`config.mk`:
```
export PLATFORM = sky130hd
export DESIGN_NAME = serial_adder
export DESIGN_NICKNAME = d
export VERILOG_FILES = /design/src/rtl/serial_adder.sv
export SDC_FILE = /design/constraint.sdc
export NUM_CORES = 1
export LEC_CHECK = 0
export CORE_ASPECT_RATIO = 2
export CORE_MARGIN = 2
export CORE_UTILIZATION = 55
export CTS_CLUSTER_SIZE = 20
export DETAILED_ROUTE_END_ITERATION = 8
export GPL_TIMING_DRIVEN = 0
export PLACE_DENSITY = 0.83
export SLEW_MARGIN = 0
export SYNTH_ARGS = -nofsm -noshare
export SYNTH_HDL_FRONTEND = slang
export SYNTH_SLANG_ARGS = --single-unit
```
`constraint.sdc`:
```
create_clock -name clk -period 2.6 [get_ports clk]
set_input_delay 0.52 -clock clk [delete_from_list [all_inputs] [get_ports clk]]
set_output_delay 0.52 -clock clk [all_outputs]
set_load 0.01 [all_outputs]
```
`src/rtl/serial_adder.sv`:
```
// Bit-serial unsigned adder: one operand bit per clock, LSB first, with a
// registered carry between bits. A start/busy/done handshake launches an add
// and hands back sum and carry_out, which are held until the next result.
module serial_adder #(
  parameter int WIDTH = 8
) (
  input  logic             clk,
  input  logic             rst_n,
  input  logic             start,
  input  logic [WIDTH-1:0] a,
  input  logic [WIDTH-1:0] b,
  output logic             busy,
  output logic             done,
  output logic [WIDTH-1:0] sum,
  output logic             carry_out
);

  localparam int CNT_W = (WIDTH > 1) ? $clog2(WIDTH) : 1;
  localparam logic [CNT_W-1:0] LAST = CNT_W'(WIDTH - 1);

  typedef enum logic [1:0] {
    IDLE = 2'd0,
    ADD  = 2'd1,
    DONE = 2'd2
  } state_t;

  state_t           state;
  logic [WIDTH-1:0] a_sh;
  logic [WIDTH-1:0] b_sh;
  logic [WIDTH-1:0] res_sh;
  logic             c;
  logic [CNT_W-1:0] cnt;

  logic [1:0]       fa;
  logic             fa_sum;
  logic             fa_carry;

  // Full adder built from two half adders plus an OR; returns {carry, sum}.
  function automatic logic [1:0] full_add(input logic x, input logic y, input logic ci);
    logic s1;
    logic c1;
    logic c2;
    s1 = x ^ y;
    c1 = x & y;
    c2 = s1 & ci;
    return {c1 | c2, s1 ^ ci};
  endfunction

  assign fa       = full_add(a_sh[0], b_sh[0], c);
  assign fa_sum   = fa[0];
  assign fa_carry = fa[1];

  // Handshake FSM and serial datapath; busy/done are registered alongside state.
  always_ff @(posedge clk or negedge rst_n) begin
    if (!rst_n) begin
      state     <= IDLE;
      busy      <= 1'b0;
      done      <= 1'b0;
      sum       <= '0;
      carry_out <= 1'b0;
      a_sh      <= '0;
      b_sh      <= '0;
      res_sh    <= '0;
      c         <= 1'b0;
      cnt       <= '0;
    end else begin
      case (state)
        IDLE: begin
          done <= 1'b0;
          if (start) begin
            a_sh  <= a;
            b_sh  <= b;
            c     <= 1'b0;
            cnt   <= '0;
            busy  <= 1'b1;
            state <= ADD;
          end
        end
        ADD: begin
          res_sh <= {fa_sum, res_sh[WIDTH-1:1]};
          a_sh   <= {1'b0, a_sh[WIDTH-1:1]};
          b_sh   <= {1'b0, b_sh[WIDTH-1:1]};
          c      <= fa_carry;
          cnt    <= cnt + 1'b1;
          if (cnt == LAST) begin
            // Final bit: publish the completed word and carry together.
            sum       <= {fa_sum, res_sh[WIDTH-1:1]};
            carry_out <= fa_carry;
            done      <= 1'b1;
            state     <= DONE;
          end
        end
        DONE: begin
          done  <= 1'b0;
          busy  <= 1'b0;
          state <= IDLE;
        end
        default: begin
          done  <= 1'b0;
          busy  <= 1'b0;
          state <= IDLE;
        end
      endcase
    end
  end

endmodule

```
==> metrics.txt <==
Critical Path Slowest Stage Cell=clkdlybuf4s50_1; unrepaired setup endpoints after global routing=no; post-cts sizing count=0; Tot GR Track Use=22.9%; M1 WL=1.18 mm; setup TNS=0 ns; core area=0.00291 mm2; starting density of the core=57.2%; synthesized area=0.00166 mm2; global-route wire length before repair=5.98 mm; kind of critical path=reg2out; kind of cell adding the most delay to the critical path=buffers and inverters; ANT nets after route=0; crit end category=primary output; Worst EP required=2.08 ns; FF-to-FF setup slack=1.07 ns; Worst-Margin Slew=0.865 ns; initial antenna violation count=0; Die X=42.9 um; worst setup margin=0.869 ns; layout cells sized above 1=12.3%; post-CTS setup buffer count=0; max_cap viols=0; synth warn=0; DIE AREA=0.00351 mm2; Worst Hold Class=in2async; Layout Utilization=72.4%; Rows=28; critical path depth=1; Leakage=0.935 nW; reg2reg start=cnt[0]; CP bufs+invs=1; final count of negative-setup-slack endpoints=0; Most used DFF post-synth=dfrtp_1; vias in the first global route=1391; post-route DRC violation count=0; Yosys reg bits=40; syn avg cell area=10.9 um2; pin count of the biggest net entering global routing=41; Final Slew Violations=0; clock sinks=40; dpl ws=1.06 ns; crit start category=flip-flop; Synth area leader=dfrtp_1; DP Area=0.00198 mm2; Clock Path Buffers=2; clock slew at reported path FFs=0.08 ns; Post-Syn Nets=174; via count=1331; Placer Congestion=0.784; IO buf count=28; worst vdd ir=0.745 mV; Post-synth EDFFs=0; chip height=81.8 um; Power, Total=0.00264 W; FMAX=578 MHz; CTS Hold Bufs=0; filler cell count=222; final hold vios=0; Num CTS Buffers=5; Vias/cell=6.13; CP peak stage delay=0.54 ns; critical path data arrival time=1.21 ns; asr flop ratio synth=100%; Synth top area share=60.2%; final net count=209; R2R depth=4; CP Launch Point=carry_out; worst-path cell chain=clkdlybuf4s50_1; first-pass iteration count of the detailed router=4; reg2reg end=carry_out; synth unique cells=19; DR iter-0 viols=24; Clock Latency Late Sink=0.29 ns; Max transition margin=42.3%; top layer in use=met4; IO Pins=30; GRT overflow=0; Register Area=0.00100 mm2; Post-Syn Instances=152; Area Growth Syn to Fin=26.6%; Total Wirelength=3.59 mm; Seq/Total Area, Yosys=60.2%; DR WL met3=190 um; multi-input logic area=604 um2; DR WL/cell=16.5 um; worst setup path end=carry_out; diodes inserted=0; design area=0.00210 mm2; Tmin final=1.73 ns; Crit Path Max Fanout=2; DP Wirelength=2.55 mm; Clock Skew=0.00713 ns; Met2 Wirelength=2.11 mm; Clk Tree Root Cell=clkbuf_8; CTS tree=built; crit share post-route=66.6%; power per cell area=1260 mW/mm2; H-tree Lvls=2; outcome=completed; ranking of synthesized cells by area=dfrtp_1, o22ai_1, nand2_1
## worst min-delay path by stage
stage          slack, ns   endpoint       from  depth (start not counted)
5_1_grt             0.41  res_sh[1]      rst_n                          1
4_1_cts             0.36     sum[0]      rst_n                          1
6_report            0.33     sum[0]      rst_n                          1
2_1_floorplan       0.22    a_sh[0]      rst_n                          0
3_3_place_gp        0.46  res_sh[1]  res_sh[1]                          2
3_5_place_dp        0.46  res_sh[1]  res_sh[1]                          2
## layout make-up
class | count | area share (%)
Sequential cell | 40 | 47.6
Multi-Input combinational cell | 99 | 28.7
Timing Repair Buffer | 28 | 13.1
Clock buffer | 5 | 3.27
Clock inverter | 2 | 2.85
Buffer | 9 | 2.02
Tap cell | 30 | 1.78
Inverter | 4 | 0.713
## where the power goes
part / leakage [nW] / internal [W] / switching [W]
Clock: 0.0642 / 0.000378 / 0.000209
Combinational: 0.398 / 0.000468 / 0.000464
Sequential: 0.473 / 0.000912 / 0.000211
Total: 0.935 / 0.00176 / 0.000884
## cells in the mapped netlist, types with 2 or more instances
cell,n
buf_2,7
inv_1,4
nand2b_1,3
mux2_1,3
nor2_1,3
a22o_1,3
mux2_2,6
o21ai_0,7
nand2_1,24
a21oi_1,16
o22ai_1,28
ha_1,2
dfrtp_1,40
## metrics by stage
stage	instances	hold slack, ns
after floorplan	152	0.224
after global placement	210	0.456
after detailed placement	210	0.457
after CTS	217	0.355
after global routing	217	0.405
final	217	0.333
## layout by cell type (no fill, tap or decap), drive strengths merged
cell type and n:
dfrtp 40, o22ai 28, clkdlybuf4s50 27, nand2 25, a21oi 16, buf 9
mux2 9, o21ai 7, clkbuf 6, inv 4, a22o 3, nand2b 3
nor2 3, ha 2, bufinv 2, nor2b 2, fa 1
## per-layer routing
layer	vias up	global-route usage, %
met4	0	16.9
met5	-	0
li1	615	-
met1	641	21.6
met2	60	41.7
met3	15	5.05
## sequential cells by signal (all words and copies together), names as in the netlist
signal / cells
a_sh: 8
b_sh: 8
busy: 1
c: 1
carry_out: 1
cnt: 3
done: 1
res_sh: 7
state: 2
sum: 8
## cells by family after synthesis
family	synth area share, %
flops	60.2
buf+inv	3.46
compound gates	19.0
simple gates	8.50
mux	6.09
fa+ha+maj	2.71
Note: power is estimated with default switching activity, not from simulation.
